<file path="config.mk">
export PLATFORM = sky130hd
export DESIGN_NAME = genius_input_arbiter
export DESIGN_NICKNAME = d
export VERILOG_FILES = /design/src/rtl/genius_input_arbiter.sv
export SDC_FILE = /design/constraint.sdc
export NUM_CORES = 1
export LEC_CHECK = 0
export CAP_MARGIN = 30
export CORE_AREA = 2 2 125 127
export CTS_BUF_LIST = sky130_fd_sc_hd__clkbuf_4
export DETAILED_ROUTE_END_ITERATION = 8
export DIE_AREA = 0 0 127 129
export DONT_BUFFER_PORTS = 1
export GPL_ROUTABILITY_DRIVEN = 0
export GPL_TIMING_DRIVEN = 0
export MAX_ROUTING_LAYER = met4
export PLACE_DENSITY = 0.61
export SKIP_LAST_GASP = 1
export SLEW_MARGIN = 20
export SYNTH_ARGS = -nofsm -noshare
export SYNTH_HDL_FRONTEND = slang
export SYNTH_SLANG_ARGS = --single-unit
</file>
<file path="constraint.sdc">
create_clock -name clk_pll -period 4.67 [get_ports clk_pll]
set_clock_uncertainty 0.05 [all_clocks]
set_input_delay 0.7005 -clock clk_pll [delete_from_list [all_inputs] [get_ports clk_pll]]
set_output_delay 0.7005 -clock clk_pll [all_outputs]
set_load 0.01 [all_outputs]
</file>
<file path="src/rtl/genius_input_arbiter.sv">
// genius_input_arbiter: debounced key / IR colour arbiter with valid-ack handoff and post-accept lockout
// Ports: clk_pll, reset (async, active-high); key_n[3:0] raw active-low buttons (bit = colour);
// ir_ready/ir_cor IR colour strobe; accept_en player-input phase; cor_ack event consumed;
// cor_out/cor_valid/src held event (src 1 = IR); busy in HOLD or LOCKOUT;
// drop_cnt saturating discarded-event count, live only with GENIUS_ARB_DROPCNT_EN defined, else 0.
module genius_input_arbiter #(
  parameter int DEBOUNCE_CYCLES = 500000,
  parameter int LOCKOUT_CYCLES  = 5000000
) (
  input  logic       clk_pll,
  input  logic       reset,
  input  logic [3:0] key_n,
  input  logic       ir_ready,
  input  logic [1:0] ir_cor,
  input  logic       accept_en,
  input  logic       cor_ack,
  output logic [1:0] cor_out,
  output logic       cor_valid,
  output logic       src,
  output logic       busy,
  output logic [7:0] drop_cnt
);
  localparam int DW = $clog2(DEBOUNCE_CYCLES + 1);
  localparam int LW = $clog2(LOCKOUT_CYCLES + 1);
  typedef enum logic [1:0] {IDLE, HOLD, LOCKOUT} state_t;
  state_t state, state_nx;
  logic [3:0] sync1, sync2, deb, deb_q, press;
  logic [DW-1:0] dcnt [4];
  logic [LW-1:0] lcnt;
  logic [1:0] key_cor;
  logic any_key, take;
  always_ff @(posedge clk_pll or posedge reset)
    if (reset) begin
      sync1 <= '1;
      sync2 <= '1;
      deb_q <= '1;
    end else begin
      sync1 <= key_n;
      sync2 <= sync1;
      deb_q <= deb;
    end
  // counter runs only while the synchronised level disagrees; DEBOUNCE_CYCLES such cycles in a row commit it
  always_ff @(posedge clk_pll or posedge reset)
    if (reset) begin
      deb <= '1;
      for (int i = 0; i < 4; i++) dcnt[i] <= '0;
    end else begin
      for (int i = 0; i < 4; i++)
        if (sync2[i] == deb[i]) dcnt[i] <= '0;
        else if (dcnt[i] == DW'(DEBOUNCE_CYCLES - 1)) begin
          dcnt[i] <= '0;
          deb[i] <= sync2[i];
        end else dcnt[i] <= dcnt[i] + DW'(1);
    end
  assign press   = deb_q & ~deb;
  assign any_key = |press;
  assign key_cor = press[0] ? 2'd0 : press[1] ? 2'd1 : press[2] ? 2'd2 : 2'd3;
  always_comb begin
    state_nx = state;
    take = 1'b0;
    case (state)
      IDLE:    if (accept_en && (any_key || ir_ready)) begin
                 take = 1'b1;
                 state_nx = HOLD;
               end
      HOLD:    if (cor_ack || !accept_en) state_nx = LOCKOUT;
      LOCKOUT: if (lcnt == LW'(LOCKOUT_CYCLES) && &deb) state_nx = IDLE;
      default: state_nx = IDLE;
    endcase
  end
  // lcnt idles at 0 outside LOCKOUT, so it is already cleared on entry
  always_ff @(posedge clk_pll or posedge reset)
    if (reset) begin
      state <= IDLE;
      lcnt <= '0;
      cor_out <= '0;
      src <= 1'b0;
    end else begin
      state <= state_nx;
      lcnt <= state != LOCKOUT ? '0 : lcnt == LW'(LOCKOUT_CYCLES) ? lcnt : lcnt + LW'(1);
      if (take) begin
        cor_out <= any_key ? key_cor : ir_cor;
        src <= !any_key;
      end
    end
  assign cor_valid = state == HOLD;
  assign busy      = state != IDLE;
`ifdef GENIUS_ARB_DROPCNT_EN
  logic [2:0] n_ev, n_drop;
  logic [8:0] drop_sum;
  // every event not latched is a drop, plus one for an event withdrawn by accept_en falling in HOLD
  assign n_ev     = 3'(press[0]) + 3'(press[1]) + 3'(press[2]) + 3'(press[3]) + 3'(ir_ready);
  assign n_drop   = n_ev - 3'(take) + 3'(state == HOLD && !cor_ack && !accept_en);
  assign drop_sum = {1'b0, drop_cnt} + {6'd0, n_drop};
  always_ff @(posedge clk_pll or posedge reset)
    if (reset) drop_cnt <= '0;
    else drop_cnt <= drop_sum[8] ? 8'hff : drop_sum[7:0];
`else
  assign drop_cnt = '0;
`endif
endmodule

</file>
Word level (Yosys, flattened, before mapping)
Cells that the tools add are included.

Eq/ne operators: 16. Bitwise gates (word level): 6. Reduce and logical (&&, ||, !) cells: 15. Add/subtract/negate cells: 5. Multiplexer cells: 20.

Operators with widths (number): 19-bit two-way mux (8); 19-bit by 1-bit adder with 19-bit output, second input constant (4); 19-bit equality test, second input constant (4); 23-bit two-way mux (2); 23-bit by 1-bit adder with 23-bit output, second input constant (1); 23-bit equality test, second input constant (1); 2-bit two-way mux (6); 2-bit != test, second input constant (4); 2-bit AND reduction (4); 2-bit case mux with 3 select lines (1); 4-bit bitwise AND (1); 1-bit equality test (4); 1-bit inverter (4); 4-bit inverter (1); 4-bit AND reduction (1); 4-bit OR reduction (1); 1-bit two-way mux (3); 3-bit AND reduction (1); 2-bit by 1-bit equality test with 1-bit output, second input constant (1); 2-bit equality test, second input constant (1); 1-bit logical AND (2); 1-bit logical NOT (2); 2-bit logical NOT (1); 1-bit logical OR (2); 2 further kinds (2).

Logic and storage cells: 77. Output and inout bits: 13. Flip-flop bits (word level): 120.

Longest topological paths before layout
Gate-level depths: netlist (run 1).

Word-level depth: 7. Depth in mapped cells: 7. Gate-level depth less buffers: 6.

Least setup slack after synthesis (run 1)
OpenSTA, ideal clock, no wires.

Kind: flip-flop to flip-flop. Start point: reg dcnt[57] (netlist name). End point: reg dcnt[65] (netlist name). Library setup time: 0.121 ns. Stages on the path, launching flop included: 8. Period minus slack after synthesis: 1.925 ns. Data arrival time: 1.754 ns. Path buffers: 2. Required time: 4.499 ns. Slack: 2.745 ns. Cells stage by stage: dfrtp_1 ha_1 and4_1 clkbuf_1 nand2_1 o21ai_1 buf_2 nor2_1.

Longest elaborated chain between the ends: 3. Elaborated cells on any way between the ends: 4. Classes of those cells: 1 x add/sub; 1 x eq/ne; 2 x mux.

Ends and longest elaborated chain: start: declaration (RTL line 28) `logic [DW-1:0] dcnt [4];`; start signal: indexed assignment (RTL line 53) `end else dcnt[i] <= dcnt[i] + DW'(1);`; 19-bit by 1-bit adder with 19-bit output / 19-bit equality test (equally long branches) (RTL line 53, 50); 19-bit two-way mux * (RTL line 50) `else if (dcnt[i] == DW'(DEBOUNCE_CYCLES - 1)) begin`; 19-bit two-way mux * (RTL line 49) `if (sync2[i] == deb[i]) dcnt[i] <= '0;`.

Every way passes the cells marked *; elsewhere a longest branch is shown, timed or not. A chain may end at the register's enable or synchronous reset.

Worst setup path in the final report (run 1)
Ends and elaborated chain as after synthesis.

==> flow_summary_export.csv, run 1 <==
group,metric,value,unit
run_status,status,"completed",
setup_path,crit_type,"flip-flop to flip-flop",
sta,layout_setup_ws,2250,ps
logic_synthesis,synth_edf_count,0,
floorplan,dieHeight,129,um
power,vdd_drop_max,153,uV
cts,numCtsBuffers,17,
logic_synthesis,synth_area,5910,sq um
detailed_routing,wl,11.7,mm
floorplan,die-area,16400,sq um
power,p_per_area,306,nW/um^2
setup_path,critPathArrivalTime,2760,ps
cts,post_cts_resized,0,
setup_path,r2r_start,"dcnt[57]$_DFF_PP0_",
logic_synthesis,synth-seq-cells,120,
cts,cts_tree,"yes",
hold_path,min_path_type,"primary input to flip-flop",
detailed_routing,drc,0,
floorplan,start_util,39.4,%
cts,path_clk_slew,100,ps
global_routing,grt-ovfl-total,0,
global_routing,antenna_found_initial,1,
hold_path,hp-start,"key_n[2]",
detailed_routing,drtIter0Drc,237,
layout,seqCellArea,3020,sq um
logic_synthesis,syn_inst,605,
power,total_power,1.98,mW
global_routing,grt_usage,15.9,%
logic_synthesis,avgSynthCellArea,9.77,sq um
cts,cts-root-buf,"clkbuf_4",
floorplan,die_width,127,um
layout,multi_input_area,2720,sq um
placed_design,pre_cts_slack,2260,ps
setup_path,end_kind,"flip-flop",
global_routing,grt_max_degree,79,
setup_path,r2r_slack,2250,ps
floorplan,placeableCoreArea,15000,sq um
cts,clkSinkCount,120,
placed_design,numPortBuffers,0,
sta,slew_headroom,54.2,%
power,p_leak,2.55,nW
detailed_routing,vias_per_cell,5.24,
sta,max_freq,0.413,GHz
global_routing,grt_pass1_wl,20.4,mm
run,max_cap_viol_count,0,
logic_synthesis,synth_warnings,0,
sta,tightest_slew,682,ps
sta,setup_viol,0,
setup_path,r2r_end,"dcnt[65]$_DFF_PP0_",
hold_path,min_path_cells,0,
cts,worstSkewPairLatency,530,ps
layout,drive_above_1_share,11.3,%
sta,final_max_slew_viol_count,0,
global_routing,grt_pass1_vias,4438,
setup_path,r2r_cells,7,
detailed_routing,vias,4375,
sta,rsz0062_at_grt,"false",
logic_synthesis,synth_ff_type,"dfrtp_1",
sta,hold_slack,129,ps
sta,fin_crit_sh,51.8,%
cts,cts_max_path_buffers,2,
layout,post-route-util,43.2,%
layout,nFillCells,1457,
detailed_routing,ant_nets,0,
detailed_routing,drt_pass1_iterations,5,
layout,fin_nets,650,
sta,period_minus_slack,2420,ps
floorplan,rows,45,
layout,final_common_cell,"dfrtp_1",
setup_path,crit_fanout,10,
layout,syn2layout_area_growth,9.51,%
setup_path,worstPathRequired,5010,ps
layout,mostFrequentLayoutCells,"dfrtp_1, nor2_1, xnor2_1, nand2_1, nand4_1",
placed_design,dpl-instance-area,6200,sq um
layout,design_area,6470,sq um
setup_path,cp-start-kind,"flip-flop",
logic_synthesis,synth_cell_types,46,
logic_synthesis,async_reset_ff_share,100,%
cts,htree_levels,4,
logic_synthesis,seq_area_frac_synth,51.2,%
floorplan,pin_count,24,
placed_design,hpwl,8.01,mm
hold_path,holdPathEnd,"sync1[2]$_DFF_PP1_",
sta,hold_viol,0,
detailed_routing,wire_per_inst,14.0,um
## Yosys cell counts (2+ instances only)
cell type	instances	area, sq um
dfrtp_1	104	2600
nor2_1	87	327
nand2_1	39	146
xnor2_1	39	342
nand4_1	37	231
xor2_1	32	280
nand3_1	31	155
a21oi_1	22	110
nor4_1	21	131
nor3_1	19	95.1
inv_1	18	67.6
dfstp_2	16	420
o21ai_0	14	70.1
clkbuf_1	11	41.3
or4_1	10	75.1
and3_1	8	50.1
and4_1	8	70.1
buf_4	8	60.1
nand2b_1	7	43.8
o31ai_1	7	52.6
or3_1	7	43.8
ha_1	6	75.1
nor4b_1	6	52.6
buf_2	5	25.0
and2_1	4	25.0
mux2_2	4	45.0
o21ai_1	4	20.0
or2_2	4	25.0
mux2i_1	3	30.0
nor2b_1	3	18.8
nor4bb_1	3	30.0
nand3b_1	2	15.0
o211ai_1	2	15.0
o2bb2ai_1	2	17.5
## report_power, final
part	switching, mW	leakage (nW)	internal [mW]	total (mW)
sequential	0.0454	1.60	1.08	1.12
combinational	0.113	0.797	0.0544	0.167
clock	0.372	0.154	0.317	0.690
total	0.530	2.55	1.45	1.98
## worst max-delay path: stages (launching register included)
cell	delay (ps)
dfrtp_1	470
ha_1	260
and4_1	210
clkbuf_1	260
nand2_1	120
o21ai_1	530
buf_2	330
nor2_1	80
## layer usage
metal / track usage [%] / share of wire [%] / up-vias
li1: - / - / 2188
met1: 19.8 / 48 / 2113
met2: 25.1 / 48 / 65
met3: 4.82 / 3.1 / 9
met4: 5.17 / 0.73 / 0
met5: - / 0 / -
## what timing repair did
action                                  CTS  global route
hold endpoints to repair                 36             0
endpoints found under the setup margin    0             0
setup buffers                             0             0
hold buffers                              1             0
## registers in the layout, indices dropped and copies added, names as in the netlist
signal / cells
cor_out: 2
src: 1
dcnt: 76
deb_q: 4
sync2: 4
state: 2
lcnt: 23
deb: 4
sync1: 4
## stage by stage
stage,cells,TNS [ps]
6_report,835,0
3_5_place_dp,801,0
2_1_floorplan,612,0
5_1_grt,835,0
3_3_place_gp,800,-48630
4_1_cts,834,0
## logic make-up (layout without fill, tap and decap cells)
kind of cell	Yosys count	after routing	share of synthesized area (%)
AOI/OAI and AO/OA	55	55	5.38
xor gates and xnor gates	71	71	10.5
adders and majority gates	6	6	1.27
buffers and inverters	42	76	3.28
DFF	120	120	51.2
muxes	7	7	1.27
other	1	9	0.0635
and+or+nand+nor	303	303	27.0
## final cells by class
type | instances | share of cell area [%]
Sequential cell | 120 | 46.7
Multi-Input combinational cell | 450 | 42.0
Tap cell | 188 | 3.64
Clock buffer | 19 | 2.20
Buffer | 24 | 1.95
Clock inverter | 13 | 1.74
Inverter | 18 | 1.12
Timing Repair Buffer | 2 | 0.580
Antenna cell | 1 | 0.0387
## worst max path at each step
stage | start | endpoint | cells after the start
2_1_floorplan | reset | cor_out[0]$_DFFE_PP0P_ | 1
3_3_place_gp | reset | lcnt[17]$_DFFE_PP0P_ | 1
3_5_place_dp | dcnt[57]$_DFF_PP0_ | dcnt[65]$_DFF_PP0_ | 7
4_1_cts | dcnt[57]$_DFF_PP0_ | dcnt[65]$_DFF_PP0_ | 7
5_1_grt | dcnt[57]$_DFF_PP0_ | dcnt[68]$_DFF_PP0_ | 7
6_report | dcnt[57]$_DFF_PP0_ | dcnt[65]$_DFF_PP0_ | 7
Power figures use the tool's default switching activity.
==> run 2, diff against run 1 <==
- clock period: 4.67 -> 2.3 ns (I/O delays scaled with it)
==> run 2 against run 1 <==
  * Critical path depth down 1
  * Setup slack worse by 2100 ps
  * Cell count grew 1.6%
  * Non-clock buffer count up 13
  * Count of clock-buffer cells in the layout shrank 2
  * Die area stayed put
  * Total power rose by 120%
  * Utilization rose by 1.5 points
  * First-iteration DRC count grew 20%
  * Largest power group unchanged
==> flow_summary_export.csv, run 2 (synthesized netlist as in run 1, its figures left out) <==
group,metric,value,unit
global_routing,antenna_found_initial,1,
setup_path,r2r_start,"dcnt[0]$_DFF_PP0_",
layout,fin_cells,848,
sta,rsz0062_at_grt,"false",
power,p_comb_share,8.9,%
hold_path,min_path_type,"primary input to flip-flop",
detailed_routing,drc,0,
sta,hold_slack,86.9,ps
layout,nFillCells,1456,
power,p_seq_share,53.0,%
global_routing,grt_max_degree,34,
detailed_routing,drtIter0Drc,285,
setup_path,crit_type,"flip-flop to flip-flop",
sta,tightest_slew,672,ps
sta,slew_headroom,55.1,%
sta,hold_viol,0,
sta,period_minus_slack,2160,ps
global_routing,grt_pass1_wl,20.3,mm
cts,post_cts_buffers,0,
floorplan,start_util,39.4,%
layout,drive_above_1_share,11.7,%
global_routing,grt_usage,15.8,%
setup_path,worstPathRequired,2650,ps
layout,final_common_cell,"dfrtp_1",
cts,cts_tree,"yes",
placed_design,dpl-instance-area,6230,sq um
placed_design,numPlacedInstances,803,
power,p_per_area,640,nW/um^2
power,swShare,26.1,%
floorplan,pin_count,24,
cts,path_clk_slew,100,ps
setup_path,cp-start-kind,"flip-flop",
global_routing,grt_pass1_vias,4397,
setup_path,crit_start,"dcnt[0]$_DFF_PP0_",
sta,layout_setup_ws,143,ps
detailed_routing,drt_pass1_iterations,5,
placed_design,pre_cts_slack,-42.3,ps
placed_design,hpwl,7.97,mm
power,cell_internal_pwr,3.17,mW
floorplan,placeableCoreArea,15000,sq um
sta,final_max_slew_viol_count,0,
power,total_power,4.28,mW
placed_design,numPortBuffers,0,
sta,fin_crit_sh,93.8,%
setup_path,critPathArrivalTime,2510,ps
detailed_routing,vias_per_cell,5.25,
hold_path,hp-start,"accept_en",
setup_path,end_kind,"flip-flop",
floorplan,die-area,16400,sq um
detailed_routing,wire_per_inst,13.6,um
layout,fin_nets,663,
floorplan,dieHeight,129,um
sta,fin_setup_tns,0,ps
global_routing,grt-ovfl-total,0,
layout,post-route-util,44.7,%
floorplan,rows,45,
floorplan,die_width,127,um
sta,max_freq,0.464,GHz
run_status,status,"completed",
cts,clkSinkCount,120,
power,pwr-share-clk,38.1,%
layout,design_area,6700,sq um
cts,worstSkewPairLatency,530,ps
setup_path,crit_fanout,10,
setup_path,r2r_cells,6,
cts,htree_levels,4,
layout,mostFrequentLayoutCells,"dfrtp_1, nor2_1, xnor2_1, nand2_1, nand4_1",
cts,numCtsBuffers,17,
detailed_routing,ant_nets,0,
power,netSwitchingPower,1.12,mW
layout,syn2layout_area_growth,13.3,%
detailed_routing,wl,11.5,mm
layout,largest_reg_flops,76,
run,max_cap_viol_count,0,
cts,cts-root-buf,"clkbuf_4",
sta,setup_viol,0,
setup_path,r2r_end,"dcnt[11]$_DFF_PP0_",
hold_path,min_path_cells,4,
detailed_routing,vias,4451,
cts,cts_max_path_buffers,2,
power,p_leak,2.61,nW
hold_path,holdPathEnd,"cor_out[1]$_DFFE_PP0P_",
layout,reg_top3,"dcnt x76, lcnt x23",
layout,largest-register,"dcnt",
power,vdd_drop_max,519,uV
setup_path,r2r_slack,140,ps
[run 2: cell count changes in the layout (fill, tap and decap cells not counted), moves of 3 or more]
cell / change
buf_12: +3
clkinv_2: -7
clkinvlp_4: +5
dlygate4sd3_1: +12
o21ai_1: -4
o21ai_2: +3
[run 2: timing repair]
| item | 4_1_cts | 5_1_grt |
|---|---|---|
| setup endpoints to repair | 18 | 30 |
| endpoints found under the hold margin | 29 | 0 |
| pin swaps | 0 | 0 |
| gates resized for setup | 2 | 4 |
| hold buffers | 13 | 0 |
[run 2: area by class of cell]
| cell class | count | area [sq um] | share of cell area (%) |
|---|---|---|---|
| flip-flops and latches | 120 | 3020 | 45.1 |
| multi-input cells | 450 | 2740 | 40.9 |
| well taps | 188 | 235 | 3.51 |
| repair buffers | 16 | 190 | 2.84 |
| clock inverters | 15 | 184 | 2.75 |
| clock buffers | 17 | 128 | 1.91 |
| plain buffers | 23 | 123 | 1.83 |
| inverters | 18 | 71.3 | 1.07 |
| diodes | 1 | 2.50 | 0.0374 |
[run 2: worst max-delay path by stage]
stage	cells after the start	slack (ps)	endpoint
after CTS	7	6	dcnt[46]$_DFF_PP0_
after global routing	5	9	dcnt[14]$_DFF_PP0_
after detailed placement	7	-40	dcnt[65]$_DFF_PP0_
after global placement	1	-200	dcnt[63]$_DFF_PP0_
after floorplan	7	370	dcnt[65]$_DFF_PP0_
final	6	140	dcnt[11]$_DFF_PP0_
[run 2: metal layers]
layer	share of wire (%)	vias to the layer above	GRT usage, %	wire (um)
li1	-	2213	-	-
met1	49	2159	19.8	5640
met2	46	66	24.2	5350
met3	3.5	13	5.11	403
met4	1.1	0	5.62	128
met5	0	-	-	0
[run 2: power groups by stage]
stage                     sequential [mW]  combinational [mW]  clock (mW)
after floorplan                      2.29               0.262           0
after global placement               2.30               0.332           0
after detailed placement             2.31               0.362           0
after CTS                            2.27               0.387        1.70
after global routing                 2.28               0.427        1.80
final                                2.27               0.381        1.63
[run 2: worst max-delay path, cell delays in order (launching register included)]
cell	delay, ps
dfrtp_1	410
ha_1	240
and4_1	270
nand4_1	160
o21ai_2	370
clkbuf_1	420
nor2_1	100
==> run 3, diff against run 2 <==
- CTS_BUF_LIST: sky130_fd_sc_hd__clkbuf_4 -> sky130_fd_sc_hd__clkbuf_8
- TNS_END_PERCENT: unset -> 10
==> run 3 against run 2 <==
  * Critical path depth unchanged
  * Flip-flop and latch count unchanged
  * Via count down 0.79%
  * Maximum frequency decreased by 1.1%
  * Count of clock-buffer cells in the layout rose by 4
  * Cell count shrank 0.83%
  * Critical path type unchanged
  * Critical endpoint is now dcnt[33]$_DFF_PP0_
  * Largest cell class unchanged
  * Largest power group unchanged
==> flow_summary_export.csv, run 3 (synthesized netlist as in run 1, its figures left out) <==
group,metric,value,unit
power,p_leak,2.65,nW
sta,slew_headroom,55.4,%
setup_path,cp-start-kind,"flip-flop",
layout,largest-register,"dcnt",
setup_path,end_kind,"flip-flop",
placed_design,numPortBuffers,0,
power,p_per_area,706,nW/um^2
detailed_routing,drtIter0Drc,303,
power,total_power,4.77,mW
placed_design,numPlacedInstances,803,
cts,post_cts_buffers,0,
cts,cts-root-buf,"clkbuf_8",
detailed_routing,wire_per_inst,13.7,um
hold_path,min_path_type,"primary input to flip-flop",
floorplan,start_util,39.4,%
sta,setup_viol,0,
setup_path,worstPathRequired,2560,ps
cts,worstSkewPairLatency,430,ps
sta,fin_crit_sh,94.8,%
layout,final_common_cell,"dfrtp_1",
detailed_routing,vias_per_cell,5.25,
cts,path_clk_slew,70,ps
sta,fin_setup_tns,0,ps
detailed_routing,drc,0,
cts,cts_tree,"yes",
power,p_seq_share,47.6,%
cts,cts_max_path_buffers,2,
sta,period_minus_slack,2180,ps
global_routing,grt_pass1_wl,20.3,mm
sta,tightest_slew,667,ps
floorplan,die-area,16400,sq um
layout,fin_nets,657,
run,max_cap_viol_count,0,
sta,final_max_slew_viol_count,0,
layout,post-route-util,45.2,%
cts,clkSinkCount,120,
global_routing,grt-ovfl-total,0,
sta,max_freq,0.458,GHz
layout,largest_reg_flops,76,
placed_design,hpwl,7.97,mm
floorplan,pin_count,24,
layout,syn2layout_area_growth,14.5,%
detailed_routing,drt_pass1_iterations,5,
cts,htree_levels,4,
run_status,status,"completed",
global_routing,antenna_found_initial,0,
setup_path,crit_fanout,10,
setup_path,r2r_slack,120,ps
power,pwr-share-clk,44.7,%
setup_path,crit_type,"flip-flop to flip-flop",
layout,diodes,0,
power,vdd_drop_max,521,uV
layout,drive_above_1_share,12.4,%
power,netSwitchingPower,1.17,mW
detailed_routing,wl,11.5,mm
global_routing,grt_max_degree,34,
layout,mostFrequentLayoutCells,"dfrtp_1, nor2_1, xnor2_1, nand2_1, nand4_1",
layout,fin_cells,841,
layout,reg_top3,"dcnt x76, lcnt x23",
detailed_routing,ant_nets,0,
power,cell_internal_pwr,3.61,mW
global_routing,grt_usage,15.7,%
floorplan,rows,45,
setup_path,critPathArrivalTime,2440,ps
sta,hold_viol,0,
detailed_routing,vias,4416,
sta,hold_slack,55.0,ps
power,swShare,24.5,%
global_routing,grt_pass1_vias,4381,
power,p_comb_share,7.7,%
sta,rsz0062_at_grt,"true",
floorplan,die_width,127,um
floorplan,dieHeight,129,um
cts,numCtsBuffers,17,
floorplan,placeableCoreArea,15000,sq um
run 3: worst paths after layout:
| path | start | endpoint | cells after the start |
|---|---|---|---|
| max reg2reg | dcnt[19]$_DFF_PP0_ | dcnt[33]$_DFF_PP0_ | 6 |
| min | cor_ack | state[1]$_DFFE_PP0P_ | 2 |
| min in group asynchronous | reset | dcnt[21]$_DFF_PP0_ | 2 |
| max in group asynchronous | reset | sync2[0]$_DFF_PP1_ | 4 |
| min reg2reg | sync1[1]$_DFF_PP1_ | sync2[1]$_DFF_PP1_ | 0 |
| max | dcnt[19]$_DFF_PP0_ | dcnt[33]$_DFF_PP0_ | 6 |
run 3: power by group through the flow:
stage	registers (mW)	logic (mW)	clock network (mW)
after global routing	2.28	0.410	2.29
after detailed placement	2.31	0.362	0
final	2.27	0.367	2.14
after floorplan	2.29	0.262	0
after global placement	2.30	0.332	0
after CTS	2.27	0.373	2.19
run 3: through the flow:
| stage | setup WS [ps] | cell area, sq um |
|---|---|---|
| finish | 119 | 6760 |
| global route | -101 | 6760 |
| CTS | -49.4 | 6760 |
| detailed placement | -42.3 | 6230 |
| global placement | -201 | 6170 |
| floorplan | 375 | 5940 |
run 3: timing repair:
action	4_1_cts	5_1_grt
endpoints found under the setup margin	20	40
cloned	0	0
endpoints found under the hold margin	25	0
gates resized for setup	1	4
hold buffers	6	0
run 3: metal layers:
layer,global-route usage (%),vias to the layer above,part of all wire (%)
li1,-,2201,-
met1,19.8,2129,49
met2,24.4,78,47
met3,4.62,8,3.5
met4,5.43,0,0.92
met5,-,-,0
run 3: final cells by class:
type / count / area (sq um)
Buffer: 24 / 128
Clock buffer: 21 / 289
Clock inverter: 11 / 169
Fill cell: 1443 / 8210
Inverter: 18 / 71.3
Multi-Input combinational cell: 450 / 2730
Sequential cell: 120 / 3020
Tap cell: 188 / 235
Timing Repair Buffer: 9 / 120
run 3: worst max-delay path: stages (launching register included):
cell      delay [ps]
dfrtp_1          390
ha_1             240
and4_1           260
nand4_1          130
o21ai_1          450
clkbuf_1         420
nor2_1           100
